`src/rtl/mips_pkg.sv`:
```
// Shared definitions for the multiply/divide unit: op encodings, FSM states
// and the magnitude/negate helpers used around the unsigned core.
package mips_pkg;

  localparam int MD_WIDTH = 32;

  typedef enum logic [1:0] {
    MD_MULT  = 2'd0,
    MD_MULTU = 2'd1,
    MD_DIV   = 2'd2,
    MD_DIVU  = 2'd3
  } md_op_e;

  typedef enum logic [1:0] {
    IDLE = 2'd0,
    RUN  = 2'd1,
    FIX  = 2'd2
  } md_state_e;

  function automatic logic [MD_WIDTH-1:0] mdNeg(input logic [MD_WIDTH-1:0] x);
    return -x;
  endfunction

  function automatic logic [2*MD_WIDTH-1:0] mdNegDbl(input logic [2*MD_WIDTH-1:0] x);
    return -x;
  endfunction

  // Two's-complement magnitude when signed; the most negative value maps to itself,
  // which is still the correct unsigned magnitude.
  function automatic logic [MD_WIDTH-1:0] mdAbs(input logic [MD_WIDTH-1:0] x,
                                                input logic isSigned);
    return (isSigned && x[MD_WIDTH-1]) ? mdNeg(x) : x;
  endfunction

endpackage

```
`src/rtl/muldiv_unit_if.sv`:
```
// Operand/result bundle between the register-file read ports and the
// multiply/divide unit.
interface muldiv_unit_if
  import mips_pkg::*;
#(
  parameter int WIDTH = MD_WIDTH
);
  logic             start;
  md_op_e           op;
  logic [WIDTH-1:0] a;
  logic [WIDTH-1:0] b;
  logic             mthi;
  logic             mtlo;
  logic             busy;
  logic             done;
  logic [WIDTH-1:0] hi;
  logic [WIDTH-1:0] lo;

  modport master (
    output start, op, a, b, mthi, mtlo,
    input  busy, done, hi, lo
  );

  modport slave (
    input  start, op, a, b, mthi, mtlo,
    output busy, done, hi, lo
  );
endinterface

```
`src/rtl/muldiv_unit.sv`:
```
// Iterative MULT/MULTU/DIV/DIVU unit owning the HI/LO registers; operates on
// magnitudes for WIDTH cycles, then applies signs in a single FIX cycle.
module muldiv_unit
  import mips_pkg::*;
#(
  parameter int WIDTH = MD_WIDTH
) (
  input  logic          clk,
  input  logic          rst,
  muldiv_unit_if.slave  io_md
);

  localparam int CW = $clog2(WIDTH);

  md_state_e          r_state;
  md_state_e          w_next;
  logic [CW-1:0]      r_cnt;
  logic               r_isDiv;
  logic               r_negRes;
  logic               r_negRem;
  logic               r_divZero;
  logic [2*WIDTH-1:0] r_acc;
  logic [WIDTH-1:0]   r_rem;
  logic [WIDTH-1:0]   r_opnd;
  logic [WIDTH-1:0]   r_hi;
  logic [WIDTH-1:0]   r_lo;
  logic               r_done;

  logic               w_accept;
  logic               w_isSigned;
  logic               w_lastIter;
  logic [WIDTH:0]     w_mulSum;
  logic [WIDTH:0]     w_shRem;
  logic [WIDTH:0]     w_diff;
  logic [2*WIDTH-1:0] w_prodFix;
  logic [WIDTH-1:0]   w_quotFix;
  logic [WIDTH-1:0]   w_remFix;

  assign w_accept   = (r_state == IDLE) && io_md.start;
  assign w_isSigned = (io_md.op == MD_MULT) || (io_md.op == MD_DIV);
  assign w_lastIter = (r_cnt == CW'(WIDTH - 1));

  always_ff @(posedge clk) begin
    if (rst) r_state <= IDLE;
    else     r_state <= w_next;
  end

  always_comb begin
    w_next = r_state;
    case (r_state)
      IDLE:    if (io_md.start) w_next = RUN;
      RUN:     if (w_lastIter)  w_next = FIX;
      FIX:     w_next = IDLE;
      default: w_next = IDLE;
    endcase
  end

  // r_acc low half is the multiplier (multiply) or the dividend shifting out
  // while quotient bits shift in (divide). The trial remainder never exceeds
  // WIDTH+1 bits, so the borrow bit of w_diff is the restore decision.
  always_comb begin
    w_mulSum  = {1'b0, r_acc[2*WIDTH-1:WIDTH]} + {1'b0, r_opnd};
    w_shRem   = {r_rem, r_acc[WIDTH-1]};
    w_diff    = w_shRem - {1'b0, r_opnd};
    w_prodFix = r_negRes ? mdNegDbl(r_acc) : r_acc;
    w_quotFix = (r_negRes && !r_divZero) ? mdNeg(r_acc[WIDTH-1:0]) : r_acc[WIDTH-1:0];
    w_remFix  = r_negRem ? mdNeg(r_rem) : r_rem;
  end

  always_ff @(posedge clk) begin
    if (rst) begin
      r_cnt     <= '0;
      r_isDiv   <= 1'b0;
      r_negRes  <= 1'b0;
      r_negRem  <= 1'b0;
      r_divZero <= 1'b0;
      r_acc     <= '0;
      r_rem     <= '0;
      r_opnd    <= '0;
      r_hi      <= '0;
      r_lo      <= '0;
      r_done    <= 1'b0;
    end else begin
      r_done <= 1'b0;
      case (r_state)
        IDLE: begin
          if (w_accept) begin
            r_isDiv   <= io_md.op[1];
            r_negRes  <= w_isSigned && (io_md.a[WIDTH-1] ^ io_md.b[WIDTH-1]);
            r_negRem  <= w_isSigned && io_md.a[WIDTH-1];
            r_divZero <= (io_md.b == '0);
            r_cnt     <= '0;
            r_rem     <= '0;
            if (io_md.op[1]) begin
              r_acc  <= {{WIDTH{1'b0}}, mdAbs(io_md.a, w_isSigned)};
              r_opnd <= mdAbs(io_md.b, w_isSigned);
            end else begin
              r_acc  <= {{WIDTH{1'b0}}, mdAbs(io_md.b, w_isSigned)};
              r_opnd <= mdAbs(io_md.a, w_isSigned);
            end
          end else begin
            if (io_md.mthi) r_hi <= io_md.a;
            if (io_md.mtlo) r_lo <= io_md.a;
          end
        end
        RUN: begin
          r_cnt <= r_cnt + 1'b1;
          if (r_isDiv) begin
            if (!w_diff[WIDTH]) begin
              r_rem              <= w_diff[WIDTH-1:0];
              r_acc[WIDTH-1:0]   <= {r_acc[WIDTH-2:0], 1'b1};
            end else begin
              r_rem              <= w_shRem[WIDTH-1:0];
              r_acc[WIDTH-1:0]   <= {r_acc[WIDTH-2:0], 1'b0};
            end
          end else if (r_acc[0]) begin
            r_acc <= {w_mulSum, r_acc[WIDTH-1:1]};
          end else begin
            r_acc <= {1'b0, r_acc[2*WIDTH-1:1]};
          end
        end
        FIX: begin
          r_cnt  <= '0;
          r_done <= 1'b1;
          if (r_isDiv) begin
            r_hi <= w_remFix;
            r_lo <= w_quotFix;
          end else begin
            r_hi <= w_prodFix[2*WIDTH-1:WIDTH];
            r_lo <= w_prodFix[WIDTH-1:0];
          end
        end
        default: r_cnt <= '0;
      endcase
    end
  end

  assign io_md.busy = (r_state != IDLE);
  assign io_md.done = r_done;
  assign io_md.hi   = r_hi;
  assign io_md.lo   = r_lo;

endmodule

```
`src/flat_wrapper.sv`:
```
// flat-port wrapper written by rule: the top's interface ports become plain ports
module muldiv_unit_flat import mips_pkg::*;
#(
  parameter int WIDTH = MD_WIDTH
)
  (clk, rst, io_md_start, io_md_op, io_md_a, io_md_b, io_md_mthi, io_md_mtlo, io_md_busy, io_md_done, io_md_hi, io_md_lo);
  muldiv_unit_if #(.WIDTH(WIDTH)) io_md_i ();
  input  logic clk;
  input  logic rst;
  input wire logic [$bits(io_md_i.start)-1:0] io_md_start;
  input wire logic [$bits(io_md_i.op)-1:0] io_md_op;
  input wire logic [$bits(io_md_i.a)-1:0] io_md_a;
  input wire logic [$bits(io_md_i.b)-1:0] io_md_b;
  input wire logic [$bits(io_md_i.mthi)-1:0] io_md_mthi;
  input wire logic [$bits(io_md_i.mtlo)-1:0] io_md_mtlo;
  output wire logic [$bits(io_md_i.busy)-1:0] io_md_busy;
  output wire logic [$bits(io_md_i.done)-1:0] io_md_done;
  output wire logic [$bits(io_md_i.hi)-1:0] io_md_hi;
  output wire logic [$bits(io_md_i.lo)-1:0] io_md_lo;
  assign io_md_i.start = io_md_start;
  assign io_md_i.op = io_md_op;
  assign io_md_i.a = io_md_a;
  assign io_md_i.b = io_md_b;
  assign io_md_i.mthi = io_md_mthi;
  assign io_md_i.mtlo = io_md_mtlo;
  assign io_md_busy = io_md_i.busy;
  assign io_md_done = io_md_i.done;
  assign io_md_hi = io_md_i.hi;
  assign io_md_lo = io_md_i.lo;
  muldiv_unit #(.WIDTH(WIDTH)) u_core (.clk(clk), .rst(rst), .io_md(io_md_i));
endmodule
```
`config.mk`:
```
export PLATFORM = sky130hd
export DESIGN_NAME = muldiv_unit_flat
export DESIGN_NICKNAME = d
export VERILOG_FILES = /design/src/rtl/mips_pkg.sv /design/src/rtl/muldiv_unit_if.sv /design/src/rtl/muldiv_unit.sv /design/src/flat_wrapper.sv
export SDC_FILE = /design/constraint.sdc
export NUM_CORES = 1
export LEC_CHECK = 0
export ABC_AREA = 1
export CAP_MARGIN = 25
export CORE_MARGIN = 3
export CORE_UTILIZATION = 30
export DETAILED_ROUTE_END_ITERATION = 12
export GPL_TIMING_DRIVEN = 0
export PLACE_DENSITY = 0.51
export SLEW_MARGIN = 20
export SYNTH_ARGS = -nofsm -noshare
export SYNTH_HDL_FRONTEND = slang
export SYNTH_SLANG_ARGS = --single-unit
```
`constraint.sdc`:
```
create_clock -name clk -period 4.9 [get_ports clk]
set_clock_uncertainty 0.05 [all_clocks]
set_input_delay 0.49 -clock clk [delete_from_list [all_inputs] [get_ports clk]]
set_output_delay 0.49 -clock clk [all_outputs]
set_load 0.005 [all_outputs]
```
; ---- Yosys cells after proc, flatten, opt, wreduce, memory -nomap -nowiden
; Cells that the tools add are included.
[word_totals]
ff_bits = 204
input_bits = 71
output_inout_bits = 66
elab_cells = 85
[op_classes]
n_addsub = 8
n_eq_ne = 12
n_mux = 31
n_bitwise = 1
reduce_logical = 20
[op_table]
columns = operator, count
row1 = $mux 32, 17
row2 = $mux 64, 3
row3 = $pmux 32 s2, 3
row4 = $neg 32->32, 4
row5 = $pmux 64 s2, 1
row6 = $neg 64->64, 1
row7 = $add 32x32->33, 1
row8 = $sub 33x32->33, 1
row9 = $logic_not 32->1, 1
row10 = $reduce_and 3->1, 4
row11 = $ne 2x2->1 const B, 5
row12 = $pmux 5 s2, 1
row13 = $ne 2x1->1 const B, 3
row14 = $reduce_and 2->1, 3
row15 = $reduce_bool 2->1, 3
row16 = $add 5x1->5 const B, 1
row17 = $eq 5x5->1 const B, 1
row18 = $logic_and 1x1->1, 5
row19 = $mux 5, 1
row20 = $eq 2x2->1 const B, 2
row21 = $logic_not 2->1, 2
row22 = $mux 2, 2
row23 = $pmux 2 s2, 1
row24 = $eq 2x1->1 const B, 1
row25 = other kinds (4), 5

; ---- Depth between registers and ports, before layout
; Gate-level depths: netlist of run 1.
[logic_depth]
ltp_word = 7
mapped_depth = 18
depth_no_buf = 17

; ---- Worst setup path after synthesis of run 1
; Ideal clock, no wire load.
[synth_path]
path_kind = reg2reg
startpoint = register u_core.r_acc[0]
endpoint = register u_core.r_lo[24], in the netlist u_core.io_md.lo[24]
setup_ps = 119
arrival_ps = 2272
path_slack_ps = 2459
stages_incl_launch_ff = 14
n_path_buf = 3
synth_period_minus_slack_ps = 2441
cell_sequence = dfxtp_1 -> buf_2 -> clkinv_1 -> clkbuf_1 -> clkbuf_1 -> ha_1 -> nand3_4 -> nor2_4 -> nand2_2 -> nor2_2 -> a21oi_1 -> or2_2 -> nand3_1 -> a21oi_1
[synth_between]
elab_chain_cells = 4
elab_cells_between_ends = 6
cone_classes = add/sub (2) / mux (4)
[synth_lines]
columns = item, line
row1 = "start, declared", muldiv_unit.sv:22  ; logic [2*WIDTH-1:0] r_acc;
row2 = "start signal, assigned", muldiv_unit.sv:95  ; r_acc <= {{WIDTH{1'b0}}, mdAbs(io_md.a, w_isSigned)};
row3 = "start signal, assigned", muldiv_unit.sv:98  ; r_acc <= {{WIDTH{1'b0}}, mdAbs(io_md.b, w_isSigned)};
row4 = "start signal, assigned by index", muldiv_unit.sv:111  ; r_acc[WIDTH-1:0] <= {r_acc[WIDTH-2:0], 1'b1};
row5 = $neg 64->64 or $neg 32->32 (tied branches), "mips_pkg.sv:25, mips_pkg.sv:21"
row6 = $mux 64 or $mux 32 (tied branches), "muldiv_unit.sv:65, muldiv_unit.sv:66"
row7 = $mux 32 (*), muldiv_unit.sv:125  ; if (r_isDiv) begin
row8 = $pmux 32 s2 (*), muldiv_unit.sv:85  ; case (r_state)
row9 = "end signal, assigned", muldiv_unit.sv:103  ; if (io_md.mtlo) r_lo <= io_md.a;
row10 = "end signal, assigned", muldiv_unit.sv:127  ; r_lo <= w_quotFix;
row11 = "end signal, assigned", muldiv_unit.sv:130  ; r_lo <= w_prodFix[WIDTH-1:0];
row12 = "end, declared", muldiv_unit.sv:26  ; logic [WIDTH-1:0] r_lo;
; Mark *: on every way between the ends. The rest lies on a longest branch, timed or not.
; A chain may end at the register's enable or synchronous reset.

; ---- Worst setup path after layout of run 1
[layout_path]
startpoint = register u_core.r_acc[0]
endpoint = register u_core.r_hi[26], in the netlist u_core.io_md.hi[26]
[layout_between]
elab_chain_cells = 4
[layout_lines]
columns = item, line
row1 = $neg 64->64, mips_pkg.sv:25  ; return -x;
row2 = $mux 64, muldiv_unit.sv:65  ; w_prodFix = r_negRes ? mdNegDbl(r_acc) : r_acc;
row3 = $mux 32, muldiv_unit.sv:125
row4 = $pmux 32 s2, muldiv_unit.sv:85
row5 = "end signal, assigned", muldiv_unit.sv:102  ; if (io_md.mthi) r_hi <= io_md.a;
row6 = "end signal, assigned", muldiv_unit.sv:126  ; r_hi <= w_remFix;
row7 = "end signal, assigned", muldiv_unit.sv:129  ; r_hi <= w_prodFix[2*WIDTH-1:WIDTH];
row8 = "end, declared", muldiv_unit.sv:25  ; logic [WIDTH-1:0] r_hi;
; Every way passes these cells.

==> results of run 1 <==
-- synth_stat cells, types with 2 or more instances --
library cell and count:
a211oi_1 4, a21oi_1 270, a21oi_2 23, a221oi_1 35, a31oi_1 5, a32o_1 7, and2_1 9, and3_1 3
buf_1 20, buf_12 2, buf_2 30, buf_4 2, buf_6 4, clkbuf_1 74, clkinv_1 3, dfxtp_1 204
fa_1 2, ha_1 70, inv_1 450, inv_2 24, nand2_1 1093, nand2_2 15, nand2_4 25, nand3_1 319
nand3_2 25, nand3_4 2, nand3b_1 18, nand4_1 29, nor2_1 391, nor2_2 22, nor2_4 9, nor3_1 44
nor3_2 4, o211ai_1 36, o21a_1 3, o21ai_0 204, o21ai_1 14, o21bai_1 9, o221ai_1 5, o22ai_1 5
or2_2 6, xnor2_1 21, xor2_1 27
-- power by group --
group,switching [mW],internal [mW]
logic,1.32,0.594
registers,0.160,1.75
clock network,0.871,1.18
total,2.35,3.53
-- stage by stage --
step	power (mW)	worst slack (ns)	area, um^2	hold slack [ns]	cells
after floorplan	3.03	2.46	20200	0.394	3581
after global placement	3.81	1.03	22700	0.408	4581
after detailed placement	3.81	1.01	22700	0.409	4582
after CTS	5.84	1.03	23600	0.419	4631
after global routing	6.12	0.754	23600	0.447	4632
final	5.88	0.892	23600	0.419	4632
-- area by class of cell --
class                      count  area, um^2
sequential                   204        4080
timing repair buffer         138        1390
multi-input combinational   2766       13700
fill                        7606       42600
inverter                     478        1800
clock buffer                  40         795
clock inverter                 9         101
tap                          864        1080
buffer                       133         608
-- sequential cells by signal (all words and copies together), names as in the netlist, 2 cells and up --
signal / flops
u_core.r_acc: 64
u_core.r_cnt: 5
u_core.r_rem: 32
u_core.r_state: 2
u_core.io_md.hi: 32
u_core.io_md.lo: 32
u_core.r_opnd: 32
-- worst max-delay path: cells and delay by family (launching register included) --
kind / cells / cell delay [ns]
flops: 1 / 0.29
compound gates: 1 / 0.14
fa+ha+maj: 1 / 0.34
buf+inv: 4 / 1.28
simple gates: 11 / 1.86
-- kinds of logic (layout without fill, tap and decap cells) --
| group | Yosys count | in the layout | share of synthesized area [%] |
|---|---|---|---|
| xor+xnor | 48 | 48 | 2.08 |
| compound gates | 628 | 628 | 17.8 |
| buf+inv | 611 | 798 | 11.9 |
| flops | 204 | 204 | 20.2 |
| fa+ha+maj | 72 | 72 | 4.53 |
| simple gates | 2018 | 2018 | 43.5 |
-- per-layer routing --
layer | GRT usage, % | up-vias | routed length, um
met3 | 3.14 | 219 | 8070
met2 | 45.3 | 1189 | 45700
li1 | - | 11918 | -
met4 | 14.3 | 2 | 5870
met5 | 0 | - | 15
met1 | 39.4 | 11384 | 46200
-- worst max path at each step --
| stage | slack (ns) | startpoint | depth (start not counted) | endpoint |
|---|---|---|---|---|
| after floorplan | 2.46 | u_core.r_acc[0]$_SDFFE_PP0P_ | 13 | u_core.io_md.lo[24]$_SDFFE_PP0P_ |
| after global placement | 1.03 | u_core.r_acc[0]$_SDFFE_PP0P_ | 17 | u_core.io_md.hi[26]$_SDFFE_PP0P_ |
| after detailed placement | 1.01 | u_core.r_acc[0]$_SDFFE_PP0P_ | 17 | u_core.io_md.hi[26]$_SDFFE_PP0P_ |
| after CTS | 1.03 | u_core.r_acc[0]$_SDFFE_PP0P_ | 17 | u_core.io_md.hi[26]$_SDFFE_PP0P_ |
| after global routing | 0.75 | u_core.r_acc[0]$_SDFFE_PP0P_ | 17 | u_core.io_md.hi[26]$_SDFFE_PP0P_ |
| final | 0.89 | u_core.r_acc[0]$_SDFFE_PP0P_ | 17 | u_core.io_md.hi[26]$_SDFFE_PP0P_ |
==> key figures, run 1 <==
Global routing
  • Gr usage total: roughly 29%
  • Largest net degree at the start of global routing: 15
  • Global-route wire length before repair: between 150000 and 200000 um
  • Number of global-route vias before repair: 22.8k
  • Grt ovf: 0
  • Antenna violations before repair: 1

Timing
  • Measured slew at the worst slew-check pin: 1.13 ns
  • Post-route minimum period: 4.01 ns
  • Max Slew Vio Count: 0
  • Final setup vio count: 0
  • Max Clk Rate: 249 MHz
  • RSZ-0062 raised after global routing: false
  • Slew HR: roughly a quarter
  • Final hold violations: 0
  • Final period utilization: 81.8%
  • Fin Setup TNS: 0 ns

Power
  • Worst vdd ir: around 0.00025 V
  • LEAKAGE: approximately 11 nW
  • PwrDens: 249 nW/um^2

Job
  • Max Cap Violations: 0

Hold path
  • Worst hold path endpoint: u_core.r_cnt[4]$_SDFFE_PP0N_
  • Worst min path class: reg -> reg
  • Cells on Worst Hold Path: 2
  • Hold_sp: u_core.r_cnt[4]$_SDFFE_PP0N_

Floorplanning
  • Ports: 137
  • Initial Util: 30.5%
  • FP Rows: 94
  • Die height: 266 um
  • Die Area: around 71000 um^2
  • Core area: 66200 um^2
  • Die W: ~270 um

Worst setup path
  • Setup CP Type: reg -> reg
  • CP most frequent cell: nand2_1
  • Largest stage delay on the critical path: 0.59 ns
  • R2R Path Start: u_core.r_acc[0]$_SDFFE_PP0P_
  • R2r endpoint: u_core.io_md.hi[26]$_SDFFE_PP0P_
  • Worst R2R Path Depth: 17
  • CP Capture Type: register
  • Worst path required time: 5.38 ns
  • Slowest-stage cell, CP: clkbuf_1
  • CP startpoint kind: register
  • Worst EP arrival: ~4.5 ns
  • Sequence of cells on the critical path: buf_2 -> clkinv_1 -> clkbuf_1 -> clkbuf_1 -> ha_1 -> nand3_4 -> nor2_4 -> nand2_2 -> nor2_1 -> nand3_1 -> nand2_1 -> nand2_1 -> nand2_1 -> nand2_1 -> nand2_1 -> nand2_1 -> a21oi_1
  • Worst-path maximum fanout: 10
  • R2R Setup Slk: 0.89 ns

Clocking
  • CTS tree: yes
  • Clock latency on the worst-skew pair: 0.60 ns
  • Post-CTS sizing: 0
  • Clock Pin Slew Worst Setup and Hold Paths: 0.07 ns
  • H-tree Lvls: 1
  • Post-CTS Hold Buffers: 0
  • Post-CTS repair timing setup buffer count: 0
  • Clock buffer depth: 3
  • CTS buffer count: 27
  • Clk sink count: 204
  • Root buffer cell: clkbuf_16

Route
  • Vias/cell: about 5.3
  • Drt first pass iters: 6
  • Vias: 24.7k
  • Antenna viol nets, final: 0
  • Routed WL per cell: 22.9 um
  • Final WL: 106000 um
  • DRC viols: 0
  • Initial detailed-routing violation count: 2721

Yosys
  • Synthesized instance count: 3581
  • Synth Warn #: 0
  • Syn nets: 3724
  • Avg Inst Size Synth: 5.65 um^2
  • Area leader, netlist: nand2_1
  • Number of synthesized flops with an enable pin: 0
  • Top-area cell type share of the netlist area: 20.3%
  • Register area share after synthesis: 20.2%
  • Ys flop type: dfxtp_1
  • Ys async rst share: 0%
  • Top cells by area, synth: nand2_1 (20%), dfxtp_1 (20%), inv_1 (8.4%)
  • FF+latch count, synth: 204
  • Synth Cell Area: 20200 um^2
  • Synth cell types: between 50 and 60

Run status
  • Status: finished clean

Finish
  • Nets@finish: 3891
  • Area grow syn2layout: 16.6%
  • Most common cell after layout, fill and taps aside: nand2_1
  • Share of cells above drive strength 1: 6.45%
  • Final core area utilization: 35.6%
  • Most frequent cells in the layout: nand2_1 (1093), inv_1 (450), nor2_1 (391), nand3_1 (319), a21oi_1 (270)
  • # diodes: 0

Placed design
  • Gpl congestion: 1.00
  • Buffers on Ports: 136
  • Dpl hpwl: 89300 um
Note: power is estimated with default switching activity, not from simulation.
==> run 2: changes to the inputs <==
Settings changed: PLACE_DENSITY 0.51 to 0.53.
Clock period 4.9 ns to 3.41 ns, I/O delays scaled along.
==> run 2 against run 1 <==
Effect of this change:
- core utilization down 0.15 points
- maximum frequency up 21%
- worst hold slack improved by 0.0036 ns
- first-iteration DRC count grew 4.3%
- non-clock buffer count decreased by 3
- largest power group unchanged
==> key figures, run 2 (synthesis gave the netlist of run 1 again) <==
Route
  • Vias/cell: 5.33 (was 5.34)
  • Drt first pass iters: 6 (unchanged)
  • DRC viols: 0 (unchanged)
  • Vias: 24.7k (about the same)
  • Initial detailed-routing violation count: 2838 (was 2721)
  • Final WL: 104000 um (was 106000 um)
  • Routed WL per cell: 22.4 um (was 22.9 um)
  • Antenna viol nets, final: 0 (unchanged)

Floorplanning
  • Die Area: 70600 um^2 (unchanged)
  • FP Rows: 94 (unchanged)
  • Core area: 66200 um^2 (unchanged)
  • Die W: 266 um (unchanged)
  • Initial Util: 30.5% (unchanged)
  • Die height: 266 um (unchanged)
  • Ports: 137 (unchanged)

Worst setup path
  • CP startpoint kind: register (unchanged)
  • CP Capture Type: register (unchanged)
  • R2R Setup Slk: 0.11 ns (was 0.89 ns)
  • Worst path required time: 3.88 ns (was 5.38 ns)
  • R2R Path Start: u_core.r_acc[0]$_SDFFE_PP0P_ (unchanged)
  • Worst EP arrival: 3.77 ns (was 4.49 ns)
  • Worst-path maximum fanout: 11 (was 10)
  • R2r endpoint: u_core.io_md.hi[30]$_SDFFE_PP0P_ (was u_core.io_md.hi[26]$_SDFFE_PP0P_)
  • Setup CP Type: reg -> reg (unchanged)
  • Worst R2R Path Depth: 16 (was 17)

Clocking
  • H-tree Lvls: 1 (unchanged)
  • Clock Pin Slew Worst Setup and Hold Paths: 0.06 ns (was 0.07 ns)
  • Clock latency on the worst-skew pair: 0.59 ns (was 0.60 ns)
  • Clock buffer depth: 3 (unchanged)
  • CTS buffer count: 26 (was 27)
  • Clk sink count: 204 (unchanged)
  • Post-CTS Hold Buffers: 0 (unchanged)
  • Post-CTS repair timing setup buffer count: 0 (unchanged)
  • Root buffer cell: clkbuf_16 (unchanged)
  • CTS tree: yes (unchanged)

Timing
  • Measured slew at the worst slew-check pin: 1.17 ns (was 1.13 ns)
  • Max Clk Rate: 303 MHz (was 249 MHz)
  • Final setup vio count: 0 (unchanged)
  • Max Slew Vio Count: 0 (unchanged)
  • Hold Slack: 0.423 ns (was 0.419 ns)
  • Slew HR: 21.5% (was 24.7%)
  • Final period utilization: 96.8% (was 81.8%)
  • Post-route minimum period: 3.30 ns (was 4.01 ns)
  • Fin Setup TNS: 0 ns (unchanged)
  • Final hold violations: 0 (unchanged)

Placed design
  • Placed cell area: 22700 um^2 (about the same)
  • Dpl hpwl: 87900 um (was 89300 um)
  • Gpl congestion: 1.02 (was 1.00)
  • Buffers on Ports: 136 (unchanged)

Global routing
  • Global-route wire length before repair: 149000 um (was 152000 um)
  • Antenna violations before repair: 2 (was 1)
  • Grt ovf: 0 (unchanged)
  • Number of global-route vias before repair: 22.6k (was 22.8k)
  • Gr usage total: 28.3% (was 28.9%)
  • Largest net degree at the start of global routing: 14 (was 15)

Power
  • Worst vdd ir: 0.000327 V (was 0.000245 V)
  • LEAKAGE: 10.8 nW (was 10.9 nW)
  • Switching power: 3.30 mW (was 2.35 mW)
  • P_int: 4.94 mW (was 3.53 mW)
  • Reg power frac: 33.4% (was 32.5%)
  • Comb power frac: 33.1% (was 32.6%)
  • Sw Ratio: 40.0% (about the same)
  • PwrDens: 351 nW/um^2 (was 249 nW/um^2)
  • Power consumption: 8.24 mW (was 5.88 mW)
  • Clk pwr share: 33.5% (was 34.9%)

Hold path
  • Worst hold path endpoint: u_core.r_cnt[3]$_SDFFE_PP0N_ (was u_core.r_cnt[4]$_SDFFE_PP0N_)
  • Hold_sp: u_core.r_cnt[3]$_SDFFE_PP0N_ (was u_core.r_cnt[4]$_SDFFE_PP0N_)
  • Worst min path class: reg -> reg (unchanged)
  • Cells on Worst Hold Path: 2 (unchanged)

Finish
  • Largest register by flop count: u_core.r_acc (unchanged)
  • Number of flip-flops under the largest register name: 64 (unchanged)
  • Post-route cell area: 23500 um^2 (was 23600 um^2)
  • Nets@finish: 3887 (was 3891)
  • Most common cell after layout, fill and taps aside: nand2_1 (unchanged)
  • Share of cells above drive strength 1: 6.36% (was 6.45%)
  • Most frequent cells in the layout: nand2_1 (1093), inv_1 (450), nor2_1 (389), nand3_1 (319), a21oi_1 (270) (was nand2_1 (1093), inv_1 (450), nor2_1 (391), nand3_1 (319), a21oi_1 (270))
  • Area grow syn2layout: 16.2% (was 16.6%)

Job
  • Max Cap Violations: 0 (unchanged)

Run status
  • Status: finished clean (unchanged)
run 2: changes by cell type in the layout (fill, tap and decap cells not counted), moves of 2 or more:
cell and change:
clkbuf_1 -3, inv_6 -2, clkbuf_8 -2, nor2_1 -2
run 2: worst max-delay path, cell delays in order (launching register included):
cell and delay, ns:
dfxtp_1 0.30, buf_2 0.18, clkinv_1 0.25, buf_2 0.36, ha_1 0.29, nand3_4 0.14
nor2_1 0.32, nand2_1 0.12, nor2_2 0.27, nand3_1 0.12, nand2_1 0.09, nand2_1 0.05
nand2_1 0.11, nand2_1 0.15, nand2_1 0.25, nand2_1 0.09, a21oi_1 0.13
run 2: per-stage QoR:
stage	util [%]	instances	setup WS, ns
after floorplan	-	3581	0.969
after global placement	34.2	4581	-0.424
after detailed placement	34.2	4581	-0.418
after CTS	35.5	4623	0.108
after global routing	35.5	4623	-0.00159
final	35.5	4624	0.110
run 2: routing by layer:
metal	part of all wire [%]	GRT usage (%)	up-vias
li1	-	-	11911
met1	43	39.1	11443
met2	44	44.7	1117
met3	8.3	3.09	187
met4	4.9	11.9	0
met5	0	0	-
run 2: how the worst max path moves through the flow:
stage / start / end / slack (ns) / depth (start not counted)
floorplan: u_core.r_acc[0]$_SDFFE_PP0P_ / u_core.io_md.lo[24]$_SDFFE_PP0P_ / 0.97 / 13
global placement: u_core.r_acc[0]$_SDFFE_PP0P_ / u_core.io_md.hi[30]$_SDFFE_PP0P_ / -0.42 / 17
detailed placement: u_core.r_acc[0]$_SDFFE_PP0P_ / u_core.io_md.hi[30]$_SDFFE_PP0P_ / -0.42 / 17
CTS: u_core.r_acc[0]$_SDFFE_PP0P_ / u_core.io_md.hi[30]$_SDFFE_PP0P_ / 0.11 / 16
global route: u_core.r_acc[0]$_SDFFE_PP0P_ / u_core.io_md.hi[30]$_SDFFE_PP0P_ / -0.002 / 16
finish: u_core.r_acc[0]$_SDFFE_PP0P_ / u_core.io_md.hi[30]$_SDFFE_PP0P_ / 0.11 / 16
run 2: what timing repair did:
action | CTS | global route
gates resized for setup | 1 | 4
hold endpoints to repair | 0 | 0
pin swaps | 0 | 0
endpoints found under the setup margin | 16 | 3
run 2: layout make-up:
class / count / area, um^2
diodes: 1 / 2.50
plain buffers: 132 / 606
clock buffers: 36 / 738
clock inverters: 7 / 77.6
fillers: 7609 / 42700
inverters: 478 / 1800
multi-input cells: 2766 / 13700
flip-flops and latches: 204 / 4080
well taps: 864 / 1080
repair buffers: 136 / 1360
run 2: power by group through the flow:
stage	registers [mW]	clock network [mW]	logic (mW)
final	2.75	2.76	2.73
after detailed placement	2.79	0	2.66
after floorplan	2.68	0	1.67
after global routing	2.75	2.86	2.95
after CTS	2.74	2.77	2.67
after global placement	2.79	0	2.67
==> run 3: changes to the inputs <==
Clock period 3.41 ns to 2.9 ns, I/O delays scaled along.
==> run 3 against run 2 <==
Effect of this change:
- sequential cell count unchanged
- combinational power increased by 19%
- critical path depth unchanged
- critical endpoint is now u_core.io_md.hi[28]$_SDFFE_PP0P_
- register-to-register slack got worse by 0.07 ns
- die area unchanged
- cell area increased by 0.59%
- via count increased by 0.30%
- largest power group unchanged
- total power increased by 18%
- worst hold slack got worse by 0.0012 ns
- clock power increased by 18%
- core utilization increased by 0.21 points
- setup slack got worse by 0.072 ns
==> key figures, run 3 (synthesis gave the netlist of run 1 again) <==
Floorplanning
  • Initial Util: 30.5% (unchanged)
  • Core area: 66200 um^2 (unchanged)
  • Die W: 266 um (unchanged)
  • Ports: 137 (unchanged)
  • Die height: 266 um (unchanged)
  • FP Rows: 94 (unchanged)
  • Die Area: 70600 um^2 (unchanged)

Timing
  • Slew HR: 28.3% (was 21.5%)
  • Worst setup margin: 0.0380 ns (was 0.110 ns)
  • Post-route minimum period: 2.86 ns (was 3.30 ns)
  • Final period utilization: 98.7% (was 96.8%)
  • Final hold violations: 0 (unchanged)
  • Max Slew Vio Count: 0 (unchanged)
  • Final setup vio count: 0 (unchanged)
  • Max Clk Rate: 349 MHz (was 303 MHz)
  • Measured slew at the worst slew-check pin: 1.08 ns (was 1.17 ns)
  • RSZ-0062 raised after global routing: true
  • Hold Slack: 0.421 ns (was 0.423 ns)

Route
  • Final WL: 104000 um (about the same)
  • Drt first pass iters: 6 (unchanged)
  • Routed WL per cell: 22.5 um (was 22.4 um)
  • Initial detailed-routing violation count: 2852 (was 2838)
  • Vias: 24.7k (about the same)
  • Vias/cell: 5.34 (was 5.33)
  • Antenna viol nets, final: 0 (unchanged)
  • DRC viols: 0 (unchanged)

Global routing
  • Global-route wire length before repair: 149000 um (about the same)
  • Gr usage total: 28.3% (about the same)
  • Largest net degree at the start of global routing: 14 (unchanged)
  • Number of global-route vias before repair: 22.6k (about the same)
  • Antenna violations before repair: 2 (unchanged)
  • Grt ovf: 0 (unchanged)

Worst setup path
  • Worst EP arrival: 3.33 ns (was 3.77 ns)
  • Setup CP Type: reg -> reg (unchanged)
  • CP Capture Type: register (unchanged)
  • R2R Setup Slk: 0.04 ns (was 0.11 ns)
  • Worst-path maximum fanout: 11 (unchanged)
  • Worst path required time: 3.37 ns (was 3.88 ns)
  • CP startpoint kind: register (unchanged)

Finish
  • Number of flip-flops under the largest register name: 64 (unchanged)
  • Largest register by flop count: u_core.r_acc (unchanged)
  • Share of cells above drive strength 1: 7.09% (was 6.36%)
  • Nets@finish: 3895 (was 3887)
  • Area grow syn2layout: 16.8% (was 16.2%)
  • Most common cell after layout, fill and taps aside: nand2_1 (unchanged)
  • Most frequent cells in the layout: nand2_1 (1089), inv_1 (447), nor2_1 (385), nand3_1 (319), a21oi_1 (270) (was nand2_1 (1093), inv_1 (450), nor2_1 (389), nand3_1 (319), a21oi_1 (270))
  • FILL cells: 7603 (was 7609)
  • Final core area utilization: 35.7% (was 35.5%)

Run status
  • Status: finished clean (unchanged)

Clocking
  • Clock buffer depth: 3 (unchanged)
  • H-tree Lvls: 1 (unchanged)
  • Clock latency on the worst-skew pair: 0.59 ns (about the same)
  • Root buffer cell: clkbuf_16 (unchanged)
  • Clk sink count: 204 (unchanged)
  • CTS tree: yes (unchanged)
  • Clock Pin Slew Worst Setup and Hold Paths: 0.07 ns (was 0.06 ns)
  • CTS buffer count: 26 (unchanged)

Placed design
  • Pre-CTS setup slack: -0.928 ns (was -0.418 ns)
  • Dpl hpwl: 87900 um (unchanged)
  • Gpl congestion: 1.02 (unchanged)
  • Buffers on Ports: 136 (unchanged)

Hold path
  • Worst min path class: reg -> reg (unchanged)

Job
  • Max Cap Violations: 0 (unchanged)

Power
  • LEAKAGE: 10.8 nW (about the same)
  • Worst vdd ir: 0.000382 V (was 0.000327 V)
  • PwrDens: 412 nW/um^2 (was 351 nW/um^2)
==> run 3: cell count changes in the layout (fill, tap and decap cells not counted), sizes merged <==
cell,change
buf,+7
clkbuf,+1
clkinv,-1
clkinvlp,+2
inv,-1
==> run 3: metal layers <==
metal | routed length [um] | global-route usage [%] | vias up | share of wire [%]
met2 | 45300 | 44.7 | 1114 | 44
met1 | 45600 | 39.2 | 11510 | 44
met4 | 5100 | 12.0 | 0 | 4.9
met3 | 8060 | 3.17 | 194 | 7.7
met5 | 0 | 0 | - | 0
li1 | - | - | 11914 | -
==> run 3: metrics by stage <==
stage / power (mW) / TNS (ns) / instance area [um^2] / instances
finish: 9.73 / 0 / 23600 / 4632
global route: 10.1 / -0.0367 / 23600 / 4631
CTS: 9.63 / 0 / 23500 / 4626
detailed placement: 6.40 / -15.25 / 22700 / 4581
global placement: 6.42 / -15.78 / 22700 / 4581
floorplan: 5.11 / 0 / 20200 / 3581
==> run 3: report_power, final <==
part	leakage, nW	internal (mW)	switching [mW]
registers	1.67	2.96	0.272
clock network	0.399	1.85	1.40
logic	8.78	1.02	2.22
==> run 3: worst max-delay path: stages (launching register included) <==
cell	delay (ns)
dfxtp_1	0.29
buf_2	0.19
inv_4	0.17
clkbuf_8	0.22
ha_2	0.23
nand3_4	0.14
inv_1	0.16
nand2_1	0.08
nor2_2	0.27
nand3_1	0.12
nand2_1	0.09
nand2_1	0.05
nand2_1	0.09
nand2_1	0.14
nand2_1	0.29
nand2_1	0.10
a21oi_1	0.13
==> run 3: layout make-up <==
cell class | count | area (um^2) | share of cell area [%]
inverters | 478 | 1810 | 7.65
repair buffers | 144 | 1420 | 6.02
flip-flops and latches | 204 | 4090 | 17.3
plain buffers | 132 | 614 | 2.60
diodes | 1 | 2.50 | 0.0106
well taps | 864 | 1080 | 4.58
clock inverters | 7 | 77.6 | 0.328
clock buffers | 36 | 738 | 3.12
multi-input cells | 2766 | 13800 | 58.4
==> run 3: timing repair <==
action	CTS	global route
hold buffers	0	0
pin swaps	1	3
endpoints found under the setup margin	49	51
setup buffers	3	5
hold endpoints to repair	0	0
resized for setup	15	19
==> run 3: path summary, 6_finish.rpt <==
path,from,endpoint,cells after the start
min,u_core.r_cnt[3]$_SDFFE_PP0N_,u_core.r_cnt[3]$_SDFFE_PP0N_,2
min reg2reg,u_core.r_cnt[3]$_SDFFE_PP0N_,u_core.r_cnt[3]$_SDFFE_PP0N_,2
max,u_core.r_acc[0]$_SDFFE_PP0P_,u_core.io_md.hi[28]$_SDFFE_PP0P_,16
max reg2reg,u_core.r_acc[0]$_SDFFE_PP0P_,u_core.io_md.hi[28]$_SDFFE_PP0P_,16
